## src/rtl/and_or_sweep_ctrl_if.sv

```systemverilog
// rtl/and_or_sweep_ctrl_if.sv - stimulus/capture bus between the sweep controller and its environment
interface and_or_sweep_ctrl_if;
  logic        start;
  logic        abort;
  logic        a;
  logic        b;
  logic        c;
  logic        d;
  logic        e;
  logic        busy;
  logic        done;
  logic        pass;
  logic [15:0] truth_tbl;
  logic [4:0]  mismatch_cnt;
  logic [3:0]  vec_idx;

  modport master (
    output start, abort, e,
    input  a, b, c, d, busy, done, pass, truth_tbl, mismatch_cnt, vec_idx
  );

  modport slave (
    input  start, abort, e,
    output a, b, c, d, busy, done, pass, truth_tbl, mismatch_cnt, vec_idx
  );
endinterface

```

## src/rtl/and_or_sweep_ctrl.sv

```systemverilog
// rtl/and_or_sweep_ctrl.sv - walks all 16 and_or input vectors, captures e and scores it against EXPECTED
module and_or_sweep_ctrl #(
  parameter int          HOLD_CYC = 2,
  parameter logic [15:0] EXPECTED = 16'hF888
) (
  input  logic                  clk,
  input  logic                  rst_n,
  and_or_sweep_ctrl_if.slave    sweep
);

  localparam logic [1:0] S_IDLE  = 2'd0;
  localparam logic [1:0] S_DRIVE = 2'd1;
  localparam logic [1:0] S_DONE  = 2'd2;

  localparam logic [7:0] HOLD_LAST = 8'(HOLD_CYC - 1);

  logic [1:0]  r_state;
  logic [7:0]  r_hold_cnt;
  logic [3:0]  r_vec_idx;
  logic        r_busy;
  logic        r_done;
  logic        r_pass;
  logic [15:0] r_truth_tbl;
  logic [4:0]  r_mismatch_cnt;

  logic        w_sample;
  logic        w_miss;
  logic [4:0]  w_mismatch_next;
  logic        w_drive;

  assign w_sample        = (r_hold_cnt == HOLD_LAST);
  assign w_miss          = (sweep.e != EXPECTED[r_vec_idx]);
  assign w_mismatch_next = r_mismatch_cnt + {4'd0, w_miss};

  always_ff @(posedge clk or negedge rst_n) begin
    if (!rst_n) begin
      r_state        <= S_IDLE;
      r_hold_cnt     <= 8'd0;
      r_vec_idx      <= 4'd0;
      r_busy         <= 1'b0;
      r_done         <= 1'b0;
      r_pass         <= 1'b0;
      r_truth_tbl    <= 16'd0;
      r_mismatch_cnt <= 5'd0;
    end else begin
      case (r_state)
        S_IDLE: begin
          if (sweep.start) begin
            r_state        <= S_DRIVE;
            r_hold_cnt     <= 8'd0;
            r_vec_idx      <= 4'd0;
            r_busy         <= 1'b1;
            r_pass         <= 1'b0;
            r_truth_tbl    <= 16'd0;
            r_mismatch_cnt <= 5'd0;
          end
        end
        S_DRIVE: begin
          // abort outranks the sample, so a late abort leaves the partial table unscored
          if (sweep.abort) begin
            r_state    <= S_IDLE;
            r_hold_cnt <= 8'd0;
            r_vec_idx  <= 4'd0;
            r_busy     <= 1'b0;
            r_pass     <= 1'b0;
          end else if (w_sample) begin
            r_truth_tbl[r_vec_idx] <= sweep.e;
            r_mismatch_cnt         <= w_mismatch_next;
            r_hold_cnt             <= 8'd0;
            if (r_vec_idx == 4'd15) begin
              r_state <= S_DONE;
              r_busy  <= 1'b0;
              r_done  <= 1'b1;
              r_pass  <= (w_mismatch_next == 5'd0);
            end else begin
              r_vec_idx <= r_vec_idx + 4'd1;
            end
          end else begin
            r_hold_cnt <= r_hold_cnt + 8'd1;
          end
        end
        S_DONE: begin
          r_state <= S_IDLE;
          r_done  <= 1'b0;
        end
        default: begin
          r_state <= S_IDLE;
          r_done  <= 1'b0;
          r_busy  <= 1'b0;
        end
      endcase
    end
  end

  // stimulus lines follow the vector flops only while a sweep owns the gate
  assign w_drive = (r_state != S_IDLE);

  assign sweep.a            = w_drive & r_vec_idx[3];
  assign sweep.b            = w_drive & r_vec_idx[2];
  assign sweep.c            = w_drive & r_vec_idx[1];
  assign sweep.d            = w_drive & r_vec_idx[0];
  assign sweep.busy         = r_busy;
  assign sweep.done         = r_done;
  assign sweep.pass         = r_pass;
  assign sweep.truth_tbl    = r_truth_tbl;
  assign sweep.mismatch_cnt = r_mismatch_cnt;
  assign sweep.vec_idx      = r_vec_idx;

endmodule

```

## src/flat_wrapper.sv

```systemverilog
// flat-port wrapper written by rule: the top's interface ports become plain ports
module and_or_sweep_ctrl_flat 
#(
  parameter int          HOLD_CYC = 2,
  parameter logic [15:0] EXPECTED = 16'hF888
)
  (clk, rst_n, sweep_start, sweep_abort, sweep_e, sweep_a, sweep_b, sweep_c, sweep_d, sweep_busy, sweep_done, sweep_pass, sweep_truth_tbl, sweep_mismatch_cnt, sweep_vec_idx);
  and_or_sweep_ctrl_if sweep_i ();
  input  logic clk;
  input  logic rst_n;
  input wire logic [$bits(sweep_i.start)-1:0] sweep_start;
  input wire logic [$bits(sweep_i.abort)-1:0] sweep_abort;
  input wire logic [$bits(sweep_i.e)-1:0] sweep_e;
  output wire logic [$bits(sweep_i.a)-1:0] sweep_a;
  output wire logic [$bits(sweep_i.b)-1:0] sweep_b;
  output wire logic [$bits(sweep_i.c)-1:0] sweep_c;
  output wire logic [$bits(sweep_i.d)-1:0] sweep_d;
  output wire logic [$bits(sweep_i.busy)-1:0] sweep_busy;
  output wire logic [$bits(sweep_i.done)-1:0] sweep_done;
  output wire logic [$bits(sweep_i.pass)-1:0] sweep_pass;
  output wire logic [$bits(sweep_i.truth_tbl)-1:0] sweep_truth_tbl;
  output wire logic [$bits(sweep_i.mismatch_cnt)-1:0] sweep_mismatch_cnt;
  output wire logic [$bits(sweep_i.vec_idx)-1:0] sweep_vec_idx;
  assign sweep_i.start = sweep_start;
  assign sweep_i.abort = sweep_abort;
  assign sweep_i.e = sweep_e;
  assign sweep_a = sweep_i.a;
  assign sweep_b = sweep_i.b;
  assign sweep_c = sweep_i.c;
  assign sweep_d = sweep_i.d;
  assign sweep_busy = sweep_i.busy;
  assign sweep_done = sweep_i.done;
  assign sweep_pass = sweep_i.pass;
  assign sweep_truth_tbl = sweep_i.truth_tbl;
  assign sweep_mismatch_cnt = sweep_i.mismatch_cnt;
  assign sweep_vec_idx = sweep_i.vec_idx;
  and_or_sweep_ctrl #(.HOLD_CYC(HOLD_CYC), .EXPECTED(EXPECTED)) u_core (.clk(clk), .rst_n(rst_n), .sweep(sweep_i));
endmodule
```

## config.mk

```make
export PLATFORM = sky130hd
export DESIGN_NAME = and_or_sweep_ctrl_flat
export DESIGN_NICKNAME = d
export VERILOG_FILES = /design/src/rtl/and_or_sweep_ctrl_if.sv /design/src/rtl/and_or_sweep_ctrl.sv /design/src/flat_wrapper.sv
export SDC_FILE = /design/constraint.sdc
export NUM_CORES = 1
export LEC_CHECK = 0
export BUFFER_PORTS_ARGS = -buffer_cell sky130_fd_sc_hd__clkbuf_2
export CORE_UTILIZATION = 56
export CTS_BUF_LIST = sky130_fd_sc_hd__clkbuf_16
export CTS_CLUSTER_SIZE = 14
export DETAILED_ROUTE_END_ITERATION = 16
export GPL_ROUTABILITY_DRIVEN = 0
export GPL_TIMING_DRIVEN = 0
export PLACE_DENSITY = 0.8
export SETUP_SLACK_MARGIN = 0.4
export SLEW_MARGIN = 5
export SYNTH_ARGS = -nofsm -noshare
export SYNTH_HDL_FRONTEND = slang
export SYNTH_SLANG_ARGS = --single-unit
```

## constraint.sdc

```tcl
create_clock -name clk -period 3.04 [get_ports clk]
set_input_delay 0.76 -clock clk [delete_from_list [all_inputs] [get_ports clk]]
set_output_delay 0.76 -clock clk [all_outputs]
set_load 0.005 [all_outputs]
```

* Yosys cells after proc, flatten, opt, wreduce, memory -nomap -nowiden
Memory sizes are Yosys's and may differ from the RTL's. Cells that the tools add are included.
Word-level totals: register bits 38, ROM bits 16, word-level logic and storage cells 84, memories 1
Memories:
- (name not given) | words 16, width 1, rd ports 1, clocked after memory_dff 0, wr ports 0, line and_or_sweep_ctrl.sv:32 | assign w_miss = (sweep.e != EXPECTED[r_vec_idx]);
Operators by class: add/sub/neg operators 3, order comparisons 2, eq/ne operators 12, multiplexer cells 40, bitwise logic cells 6, reduce and logical (&&, ||, !) cells 12
Operators with widths (count):
- $mux W16 | 3
- $pmux W16 S2 | 1
- $mux W8 | 3
- $reduce_and A4 Y1 | 5
- $bwmux W16 | 1
- $mux W4 | 4
- $pmux W8 S2 | 1
- $mux W5 | 3
- $mux W1 | 13
- $pmux W5 S2 | 1
- $add A8 B1 Y8 const B | 1
- $eq A8 B1 Y1 const B | 1
- $mux W2 | 4
- $pmux W4 S2 | 1
- $ne A3 B2 Y1 const B | 2
- $add A5 B1 Y5 | 1
- $logic_not A5 Y1 | 1
- $lt A4 B5 Y1 const B | 1
- $add A4 B1 Y4 const B | 1
- $and A1 B1 Y1 | 4
- $demux W1 S4 | 1
- $eq A4 B4 Y1 const B | 1
- $ge A4 B1 Y1 const B | 1
- $ne A2 B1 Y1 const B | 2
- other kinds (14) | 18

* Depth between registers and ports, before layout
Gate-level depths: netlist of the first run.
depth after elaboration 9, mapped depth 12, depth with buffers taken out 12

* Worst setup path after synthesis of the first run
No wires, ideal clock.
kind register to register, from register u_core.r_vec_idx[0] (netlist: u_core.sweep.vec_idx[0]), to register u_core.r_pass (netlist: u_core.sweep.pass), data arrival time 2085 ps, setup slack 828 ps, stages on the path, launching flop included 13, cell sequence dfrtp_1 ha_1 inv_1 ha_1 nand2_1 o21ai_0 xnor2_1 ha_1 ha_1 nand3_1 xor2_1 and3_1 mux2_1
Between the ends: cells in the longest elaborated chain, start to end 9
RTL lines:
- start, declared | line and_or_sweep_ctrl.sv:19 | logic [3:0] r_vec_idx;
- start signal, assigned | line and_or_sweep_ctrl.sv:76 | r_vec_idx <= r_vec_idx + 4'd1;
- $mem_v2 Z16 W1
- $mux W1 (not written as such) | line and_or_sweep_ctrl.sv:32
- $ne A1 B1 Y1 | line and_or_sweep_ctrl.sv:32
- $add A5 B1 Y5 | line and_or_sweep_ctrl.sv:33 | assign w_mismatch_next = r_mismatch_cnt + {4'd0, w_miss};
- $logic_not A5 Y1 | line and_or_sweep_ctrl.sv:74 | r_pass <= (w_mismatch_next == 5'd0);
- $mux W1 | line and_or_sweep_ctrl.sv:70 | if (r_vec_idx == 4'd15) begin
- $mux W1 | line and_or_sweep_ctrl.sv:66 | end else if (w_sample) begin
- $mux W1 | line and_or_sweep_ctrl.sv:60 | if (sweep.abort) begin
- $pmux W1 S2 | line and_or_sweep_ctrl.sv:46 | case (r_state)
- end signal, assigned | line and_or_sweep_ctrl.sv:74
- end, declared | line and_or_sweep_ctrl.sv:22 | logic r_pass;
Several ways; a longest one is shown, not always the timed one. The select of a mux whose other input is x is not followed. A chain may end at the register's enable or synchronous reset.

* Worst setup path in the final report of the first run
Same ends and word-level chain as after synthesis.

==> flow_metrics.py, run 1 <==
metrics = {
    "outcome": {
        "status": "complete, no violations",
    },
    "worst_setup_path": {
        "cp_slowest_cell": "dfrtp_2",
        "rrSetupSlack_ns": 0.60,
        "r2r-end": "u_core.sweep.pass",
        "rr_startpoint": "u_core.sweep.vec_idx[0]",
        "startpoint_type": "flip-flop",
        "slowest_delay_ns": 0.45,
        "cp-startpoint": "u_core.sweep.vec_idx[0]",
        "crit_chain": "ha_1 -> inv_1 -> ha_1 -> nand2_1 -> o21ai_0 -> xnor2_1 -> ha_1 -> ha_1 -> nand3_1 -> xor2_1 -> and3_1 -> mux2_1",
        "cp-end-kind": "flip-flop",
        "cpMostUsedCell": "ha_1",
        "worstSetupPathType": "flip-flop to flip-flop",
        "worstPathArrival_ns": 2.61,
        "crit_required_ns": 3.21,
        "rr_worst_depth": 12,
        "crit_fanout": 7,
        "endpoint": "u_core.sweep.pass",
    },
    "logic_synthesis": {
        "syn_avg_cell_area_um2": 10.2,
        "ys_ff_latch": 38,
        "postSynthCellCount": 211,
        "netlist_area_um2": 2150,
        "synth_top_area_share_pct": 44.3,
        "yosys.area.top_type": "dfrtp_1",
        "yosys_warnings": 0,
        "synth_area_leaders": "dfrtp_1, ha_1, o21ai_0",
        "async_flop_share_pct": 100,
        "synthFlopType": "dfrtp_1",
        "syn-num-nets": 226,
        "ys_types": 50,
        "synth_edf_count": 0,
        "ys_seq_area_share_pct": 44.3,
    },
    "place": {
        "dp.cells": 295,
        "post-dp-hpwl_mm": 3.44,
        "io_buffers": 36,
    },
    "clock_tree": {
        "cts.sinks": 38,
        "clk_latency_ns": 0.28,
        "cts_buffer_depth": 2,
        "tritoncts": "done",
        "root_buffer": "clkbuf_16",
        "cts_buffers": 5,
        "cts_max_level": 2,
        "clk_pin_slew_ns": 0.06,
        "cts-hold-fix-buffers": 0,
    },
    "floorplan": {
        "die_area_um2": 4080,
        "start_util_pct": 58.6,
        "die_w_um": 63.9,
        "die_y_um": 63.9,
        "fp-row-count": 22,
        "io_pins": 37,
        "coreArea_um2": 3660,
    },
    "global_routing": {
        "antenna_found_initial": 0,
        "grt_pass1_wl_mm": 8.20,
        "grt_overflow_total": 0,
        "grt_use_total_pct": 26.3,
        "first_global_vias": 1764,
        "grt_max_degree": 39,
    },
    "detailed_routing": {
        "avgRoutedWirePerCell_um": 15.9,
        "via_per_inst": 5.85,
        "num_vias": 1772,
        "initialDrtViolationCount": 132,
        "totalWireLength_mm": 4.83,
        "ant_nets": 0,
        "drc_errors": 0,
        "drt_pass1_iterations": 4,
    },
    "timing": {
        "clock_skew_ns": 0.00682,
        "rsz0062_at_grt": "false",
        "finalMaxSlewViolations": 0,
        "tns_ns": 0,
        "hold_viol_final": 0,
        "finalSetupViolCount": 0,
        "holdWs_ns": 0.491,
        "finalCritPeriodShare_pct": 80.3,
        "relSlewSlack_pct": 38.0,
        "worst_pin_slew_ns": 0.930,
        "layout_min_cycle_time_ns": 2.44,
        "max_freq_mhz": 410,
    },
    "power": {
        "power.density_nw_per_um2": 648,
        "p_leak_nw": 1.21,
        "vdd_drop_max_mv": 0.469,
        "power.total_w": 0.00164,
    },
    "cells_and_area": {
        "final_cells": 303,
        "nets": 269,
        "layout_common_cells": "clkbuf_2, dfrtp_1, o21ai_0",
        "drive_above_1_share_pct": 25.9,
        "multiInputGateArea_um2": 1070,
        "fill_cells": 293,
        "ff_latch_area_um2": 953,
        "antenna_cells": 0,
        "area.growth.synth_to_final_pct": 17.7,
    },
    "worst_hold_path": {
        "hp-class": "flip-flop to flip-flop",
    },
    "job": {
        "maxCapViolCount": 0,
    },
}
[what timing repair did]
| action | CTS | global route |
|---|---|---|
| endpoints found under the setup margin | 0 | 1 |
| buffers inserted | 0 | 0 |
| gates resized for setup | 0 | 2 |
[critical path: cells and delay by family, from the launching register on]
kind	cells	cell delay [ns]
AO/OA/AOI/OAI	1	0.11
XOR/XNOR	2	0.34
adder cells (fa/ha/maj)	4	0.80
buffers and inverters	1	0.05
flip-flops	1	0.45
multiplexers	1	0.28
AND/OR/NAND/NOR	3	0.30
[power breakdown]
group          switching (W)  internal [W]  total (W)
logic               0.000331      0.000206   0.000537
registers          0.0000482      0.000561   0.000609
clock network       0.000193      0.000296   0.000489
[logic make-up after synthesis]
kind of cell             Yosys count  share of synthesized area [%]
multiplexers                       1                          0.525
XOR/XNOR                          10                           4.08
AO/OA/AOI/OAI                     69                           21.5
adder cells (fa/ha/maj)           10                           5.83
buffers and inverters             17                           5.77
flip-flops                        38                           44.3
AND/OR/NAND/NOR                   66                           18.0
[cell type report]
cell class              instances  area share [%]
clock buffers                   5            4.95
well taps                      48            2.38
flip-flops and latches         38            37.7
multi-input cells             156            42.4
plain buffers                   9            3.71
repair buffers                 36            7.13
inverters                       8            1.19
clock inverters                 3           0.495
[how the worst min path moves through the flow]
stage | startpoint | end | slack (ns) | cells past startpoint
after global routing | u_core.sweep.pass | u_core.sweep.pass | 0.52 | 1
after global placement | u_core.sweep.pass | u_core.sweep.pass | 0.47 | 1
after floorplan | rst_n | u_core.r_hold_cnt[0] | 0.46 | 0
after detailed placement | u_core.sweep.pass | u_core.sweep.pass | 0.48 | 1
after CTS | u_core.sweep.pass | u_core.sweep.pass | 0.49 | 1
final | u_core.sweep.pass | u_core.sweep.pass | 0.49 | 1
[state kept, by name (all words and copies together) (netlist names)]
register and count:
u_core.sweep.truth_tbl 16, u_core.r_hold_cnt 8, u_core.sweep.mismatch_cnt 5, u_core.sweep.vec_idx 4
u_core.r_state 2, u_core.sweep.busy 1, u_core.sweep.done 1, u_core.sweep.pass 1
[stage by stage]
step	utilization, %	setup slack [ns]	area (um^2)
6_report	69.0	0.598	2530
4_1_cts	68.9	0.527	2520
5_1_grt	69.0	0.431	2530
2_1_floorplan	-	0.828	2150
3_5_place_dp	65.2	0.560	2390
3_3_place_gp	65.2	0.565	2390
[layer usage]
| metal | vias up | global-route usage (%) | routed length, um |
|---|---|---|---|
| met2 | 56 | 44.5 | 2400 |
| met5 | - | 0 | 0 |
| li1 | 862 | - | - |
| met3 | 7 | 5.89 | 223 |
| met4 | 0 | 8.52 | 51 |
| met1 | 847 | 33.2 | 2160 |
[Yosys cell counts (2+ instances only)]
library cell	n
clkbuf_8	5
nand2_1	10
nor2_1	15
o31ai_1	13
a21oi_1	11
and3_1	3
a31oi_1	5
a21o_1	3
nand4_1	3
o22ai_1	2
buf_2	2
a32o_1	2
nor3_1	3
o2bb2ai_1	2
dfrtp_1	38
nor2b_1	4
ha_1	10
o21ai_0	21
inv_1	8
nand3_1	11
or3b_2	3
xor2_1	9
Power figures use the tool's default switching activity.
==> run 2: changes to the inputs <==
--- a/config.mk
+++ b/config.mk
@@ -5,6 +5,7 @@
 export SDC_FILE = /design/constraint.sdc
 export NUM_CORES = 1
 export LEC_CHECK = 0
+export ABC_AREA = 1
 export BUFFER_PORTS_ARGS = -buffer_cell sky130_fd_sc_hd__clkbuf_2
 export CORE_UTILIZATION = 56
 export CTS_BUF_LIST = sky130_fd_sc_hd__clkbuf_16
@@ -12,7 +13,7 @@
 export DETAILED_ROUTE_END_ITERATION = 16
 export GPL_ROUTABILITY_DRIVEN = 0
 export GPL_TIMING_DRIVEN = 0
-export PLACE_DENSITY = 0.8
+export PLACE_DENSITY = 0.79
 export SETUP_SLACK_MARGIN = 0.4
 export SLEW_MARGIN = 5
 export SYNTH_ARGS = -nofsm -noshare
==> constraint.sdc (replaced) <==
create_clock -name clk -period 2.35 [get_ports clk]
set_input_delay 0.5875 -clock clk [delete_from_list [all_inputs] [get_ports clk]]
set_output_delay 0.5875 -clock clk [all_outputs]
set_load 0.005 [all_outputs]
==> flow_metrics.py, run 2 <==
metrics = {
    "timing": {
        "fin_ws_ns": 0.317,
        "tns_ns": 0,
        "max_freq_mhz": 492,
        "finalMaxSlewViolations": 0,
        "layout_min_cycle_time_ns": 2.03,
        "finalCritPeriodShare_pct": 86.5,
        "relSlewSlack_pct": 37.4,
        "hold_viol_final": 0,
        "worst_pin_slew_ns": 0.939,
        "rsz0062_at_grt": "true",
        "finalSetupViolCount": 0,
        "clock_skew_ns": 0.00548,
    },
    "global_routing": {
        "grt_overflow_total": 0,
        "first_global_vias": 2016,
        "grt_max_degree": 39,
        "grt_pass1_wl_mm": 9.06,
        "grt_use_total_pct": 27.9,
        "antenna_found_initial": 0,
    },
    "floorplan": {
        "die_w_um": 65.2,
        "fp-row-count": 22,
        "die_y_um": 65.2,
        "coreArea_um2": 3740,
        "io_pins": 37,
        "start_util_pct": 59.8,
        "die_area_um2": 4250,
    },
    "detailed_routing": {
        "totalWireLength_mm": 5.18,
        "drt_pass1_iterations": 4,
        "num_vias": 2150,
        "via_per_inst": 5.33,
        "ant_nets": 0,
        "initialDrtViolationCount": 200,
        "avgRoutedWirePerCell_um": 12.9,
        "drc_errors": 0,
    },
    "clock_tree": {
        "cts.sinks": 38,
        "cts_max_level": 2,
        "tritoncts": "done",
        "cts_buffers": 5,
        "clk_pin_slew_ns": 0.05,
        "root_buffer": "clkbuf_16",
        "cts_buffer_depth": 2,
        "cts-hold-fix-buffers": 0,
        "clk_latency_ns": 0.28,
    },
    "worst_setup_path": {
        "rr_worst_depth": 13,
        "startpoint_type": "flip-flop",
        "crit_required_ns": 2.52,
        "cp-end-kind": "flip-flop",
        "r2r-end": "u_core.sweep.pass",
        "rrSetupSlack_ns": 0.32,
        "crit_fanout": 4,
        "worstPathArrival_ns": 2.20,
        "worstSetupPathType": "flip-flop to flip-flop",
        "rr_startpoint": "u_core.sweep.vec_idx[0]",
    },
    "logic_synthesis": {
        "yosys_warnings": 0,
        "synth_top_area_share_pct": 42.5,
        "async_flop_share_pct": 100,
        "syn_avg_cell_area_um2": 7.38,
        "synth_edf_count": 0,
        "netlist_area_um2": 2240,
        "synth.most_common_cell": "nand2_1",
        "yosys.area.top_type": "dfrtp_1",
        "postSynthCellCount": 303,
        "syn-num-nets": 318,
        "synth_area_leaders": "dfrtp_1, nand2_1, nand4_1",
        "synth_common_cells": "nand2_1, dfrtp_1, nor2_1",
        "ys_ff_latch": 38,
        "synthFlopType": "dfrtp_1",
        "ys_types": 22,
        "ys_seq_area_share_pct": 42.5,
    },
    "cells_and_area": {
        "drive_above_1_share_pct": 23.7,
        "layout_common_cells": "nand2_1, dfrtp_1, clkbuf_2",
        "nets": 370,
        "largest_reg_flops": 16,
        "antenna_cells": 0,
        "area.growth.synth_to_final_pct": 22.9,
        "final_common_cell": "nand2_1",
        "design_area_um2": 2750,
    },
    "power": {
        "vdd_drop_max_mv": 0.664,
        "p_leak_nw": 1.56,
        "power.density_nw_per_um2": 910,
    },
    "outcome": {
        "status": "complete, no violations",
    },
    "place": {
        "pre_cts_ws_ns": 0.126,
        "io_buffers": 35,
        "placed_area_um2": 2530,
        "post-dp-hpwl_mm": 3.63,
    },
    "job": {
        "maxCapViolCount": 0,
    },
    "worst_hold_path": {
        "hp-class": "input port to asynchronous set/reset pin",
    },
}
## run 2: logic make-up (layout without fill, tap and decap cells)
group                      Yosys count  count (layout)  share of synthesized area, %
DFF                                 38              38                          42.5
buffers and inverters               42              94                          7.66
AOI/OAI and AO/OA                   15              15                          3.41
and+or+nand+nor                    193             193                          38.9
adders and majority gates           10              10                          5.59
xor gates and xnor gates             5               5                          1.96
## run 2: stage by stage
stage                     cells  util (%)  hold WS, ns  total power [W]
after floorplan             303         -        0.292          0.00151
after global placement      386      67.6        0.457          0.00177
after detailed placement    386      67.6        0.457          0.00179
after CTS                   400      72.7        0.471          0.00246
after global routing        403      73.5        0.484          0.00266
final                       403      73.5        0.447          0.00250
## run 2: report_power, final
| group | total [W] | switching, W | internal [W] |
|---|---|---|---|
| clock | 0.000619 | 0.000240 | 0.000379 |
| combinational | 0.00106 | 0.000680 | 0.000381 |
| sequential | 0.000824 | 0.0000828 | 0.000742 |
| total | 0.00250 | 0.00100 | 0.00150 |
## run 2: how the worst max path moves through the flow
stage,from,end,depth (start not counted),slack [ns]
3_3_place_gp,u_core.sweep.vec_idx[3],u_core.sweep.pass,13,0.19
6_report,u_core.sweep.vec_idx[0],u_core.sweep.pass,13,0.32
2_1_floorplan,u_core.sweep.vec_idx[3],u_core.sweep.pass,13,0.40
3_5_place_dp,u_core.sweep.vec_idx[3],u_core.sweep.pass,13,0.13
5_1_grt,u_core.sweep.vec_idx[0],u_core.sweep.pass,13,0.15
4_1_cts,u_core.sweep.vec_idx[0],u_core.sweep.pass,13,0.30
## run 2: area by class of cell
class,instances,area [um^2]
inverters,33,130
multi-input cells,223,1170
repair buffers,45,250
well taps,48,60.1
plain buffers,9,55.1
clock inverters,2,7.51
flip-flops and latches,38,953
fillers,310,993
clock buffers,5,125
## run 2: repair_timing
| action | CTS | global route |
|---|---|---|
| buffers inserted | 7 | 3 |
| pin swaps | 4 | 1 |
| resized for setup | 3 | 3 |
| setup endpoints to repair | 4 | 5 |
## run 2: routing by layer
layer / part of all wire, % / vias up / global-route usage [%]
met5: 0 / - / 0
met4: 2.0 / 0 / 10.9
met3: 5.3 / 12 / 5.73
met2: 47 / 79 / 44.7
met1: 45 / 990 / 36.8
li1: - / 1069 / -
## run 2: worst max-delay path: stages (launching register included)
cell and delay, ns:
dfrtp_2 0.41, ha_4 0.14, inv_2 0.04, ha_4 0.14
o21ai_2 0.13, xor2_1 0.19, ha_2 0.23, ha_4 0.14
nand2_2 0.06, nor2_2 0.10, xor2_1 0.19, nor2_1 0.06
nand2_1 0.05, nand2_1 0.04
==> run 3: changes to the inputs <==
==> constraint.sdc (replaced) <==
create_clock -name clk -period 2.2 [get_ports clk]
set_input_delay 0.55 -clock clk [delete_from_list [all_inputs] [get_ports clk]]
set_output_delay 0.55 -clock clk [all_outputs]
set_load 0.005 [all_outputs]
==> flow_metrics.py, run 3 (synthesized netlist as in run 2, its figures left out) <==
metrics = {
    "timing": {
        "holdWs_ns": 0.409,
        "finalSetupViolCount": 0,
        "finalCritPeriodShare_pct": 93.9,
        "fin_ws_ns": 0.135,
        "max_freq_mhz": 484,
        "worst_pin_slew_ns": 0.944,
        "layout_min_cycle_time_ns": 2.07,
        "rsz0062_at_grt": "true",
        "clock_skew_ns": 0.00276,
        "finalMaxSlewViolations": 0,
        "hold_viol_final": 0,
        "relSlewSlack_pct": 37.1,
        "tns_ns": 0,
    },
    "cells_and_area": {
        "drive_above_1_share_pct": 24.4,
        "multiInputGateArea_um2": 1200,
        "layout_common_cells": "nand2_1, dfrtp_1, clkbuf_2",
        "area.growth.synth_to_final_pct": 23.8,
        "largest_reg_flops": 16,
        "final_common_cell": "nand2_1",
        "ff_latch_area_um2": 953,
        "antenna_cells": 0,
        "fill_cells": 299,
        "nets": 368,
    },
    "worst_setup_path": {
        "cpMostUsedCell": "nand2_1",
        "worstPathArrival_ns": 2.28,
        "crit_fanout": 5,
        "startpoint_type": "flip-flop",
        "crit_required_ns": 2.42,
        "worstSetupPathType": "flip-flop to flip-flop",
        "cp-startpoint": "u_core.sweep.vec_idx[0]",
        "slowest_delay_ns": 0.44,
        "crit_chain": "ha_2 -> nand2_1 -> o21ai_4 -> xor2_1 -> ha_2 -> buf_4 -> buf_4 -> nand3_1 -> nand2_1 -> nand2_2 -> nand3_1 -> nor2_1 -> nand2_1 -> nand2_1",
        "rr_startpoint": "u_core.sweep.vec_idx[0]",
        "cp_slowest_cell": "dfrtp_2",
        "cp-end-kind": "flip-flop",
    },
    "power": {
        "p_leak_nw": 1.56,
        "switching_share_pct": 40.3,
        "pwr-share-clk_pct": 25.0,
        "power.density_nw_per_um2": 963,
        "pwr-share-seq_pct": 33.3,
        "vdd_drop_max_mv": 0.708,
        "p_sw_w": 0.00108,
        "p_comb_share_pct": 41.7,
        "internal_power_w": 0.00159,
    },
    "detailed_routing": {
        "top_layer": "met4",
        "initialDrtViolationCount": 152,
        "drt_pass1_iterations": 4,
        "totalWireLength_mm": 5.32,
        "via_per_inst": 5.34,
        "avgRoutedWirePerCell_um": 13.3,
        "drc_errors": 0,
        "drt-met1-wl_mm": 2.35,
        "wl_met2_mm": 2.55,
        "num_vias": 2141,
        "wl_met3_um": 330,
        "ant_nets": 0,
    },
    "global_routing": {
        "grt_max_degree": 39,
        "antenna_found_initial": 0,
        "first_global_vias": 2070,
        "grt_overflow_total": 0,
        "grt_use_total_pct": 28.0,
        "grt_pass1_wl_mm": 9.04,
    },
    "clock_tree": {
        "clk_pin_slew_ns": 0.05,
        "cts.sinks": 38,
        "cts_max_level": 2,
        "cts_buffer_depth": 2,
        "cts-hold-fix-buffers": 0,
        "cts_buffers": 5,
        "tritoncts": "done",
        "root_buffer": "clkbuf_16",
        "clk_latency_ns": 0.28,
    },
    "worst_hold_path": {
        "hp-class": "input port to asynchronous set/reset pin",
    },
    "floorplan": {
        "coreArea_um2": 3740,
        "die_w_um": 65.2,
        "io_pins": 37,
        "start_util_pct": 59.8,
        "die_area_um2": 4250,
        "die_y_um": 65.2,
        "fp-row-count": 22,
    },
    "job": {
        "maxCapViolCount": 0,
    },
    "place": {
        "pre_cts_ws_ns": 0.0304,
        "post-dp-hpwl_mm": 3.62,
        "io_buffers": 35,
    },
    "outcome": {
        "status": "complete, no violations",
    },
}
## run 3: changes by cell type in the layout (fill, tap and decap cells not counted), sizes merged
cell | previous run | this run
inv | 33 | 34
buf | 17 | 15
clkinv | 2 | 1
## run 3: metrics by stage
| step | util, % | power (W) | instance area, um^2 | instances |
|---|---|---|---|---|
| 2_1_floorplan | - | 0.00162 | 2290 | 303 |
| 3_3_place_gp | 67.6 | 0.00189 | 2530 | 386 |
| 3_5_place_dp | 67.6 | 0.00190 | 2530 | 386 |
| 4_1_cts | 72.7 | 0.00262 | 2720 | 399 |
| 5_1_grt | 74.0 | 0.00284 | 2770 | 401 |
| 6_report | 74.0 | 0.00267 | 2770 | 401 |
## run 3: path summary, 6_finish.rpt
kind	slack [ns]	cells past startpoint	end
worst max-delay path	0.13	14	u_core.sweep.pass
worst min-delay path	0.41	1	u_core.sweep.mismatch_cnt[1]
min in group clk	0.47	2	u_core.sweep.truth_tbl[8]
worst min register to register	0.47	2	u_core.sweep.truth_tbl[8]
max in group asynchronous	1.14	1	u_core.sweep.vec_idx[1]
worst max register to register	0.13	14	u_core.sweep.pass
## run 3: area by class of cell
class | instances | share of cell area [%]
Multi-Input combinational cell | 223 | 43.4
Sequential cell | 38 | 34.4
Timing Repair Buffer | 43 | 8.49
Inverter | 33 | 4.70
Clock buffer | 5 | 4.52
Tap cell | 48 | 2.17
Buffer | 9 | 2.08
Clock inverter | 2 | 0.271
## run 3: worst max-delay path, delay by kind of cell (launching register included)
family | cells | cell delay [ns]
AND/OR/NAND/NOR | 8 | 0.61
adder cells (fa/ha/maj) | 2 | 0.47
flip-flops | 1 | 0.44
buffers and inverters | 2 | 0.25
XOR/XNOR | 1 | 0.15
AO/OA/AOI/OAI | 1 | 0.07
## run 3: power by group through the flow
| stage | Sequential [W] | Combinational [W] | Clock [W] |
|---|---|---|---|
| floorplan | 0.000893 | 0.000725 | 0 |
| finish | 0.000888 | 0.00111 | 0.000668 |
| detailed placement | 0.000906 | 0.000998 | 0 |
| global placement | 0.000901 | 0.000986 | 0 |
| global route | 0.000900 | 0.00124 | 0.000701 |
| CTS | 0.000880 | 0.00106 | 0.000676 |
## run 3: per-layer routing
layer,up-vias,global-route usage (%)
met3,10,5.56
met5,-,0
li1,1062,-
met2,87,46.5
met1,982,35.2
met4,0,12.0
## run 3: what timing repair did
action | CTS | global route
setup endpoints to repair | 9 | 13
gates resized for setup | 5 | 9
pin swaps | 2 | 5
buffers inserted | 6 | 2
endpoints found under the hold margin | 0 | 0
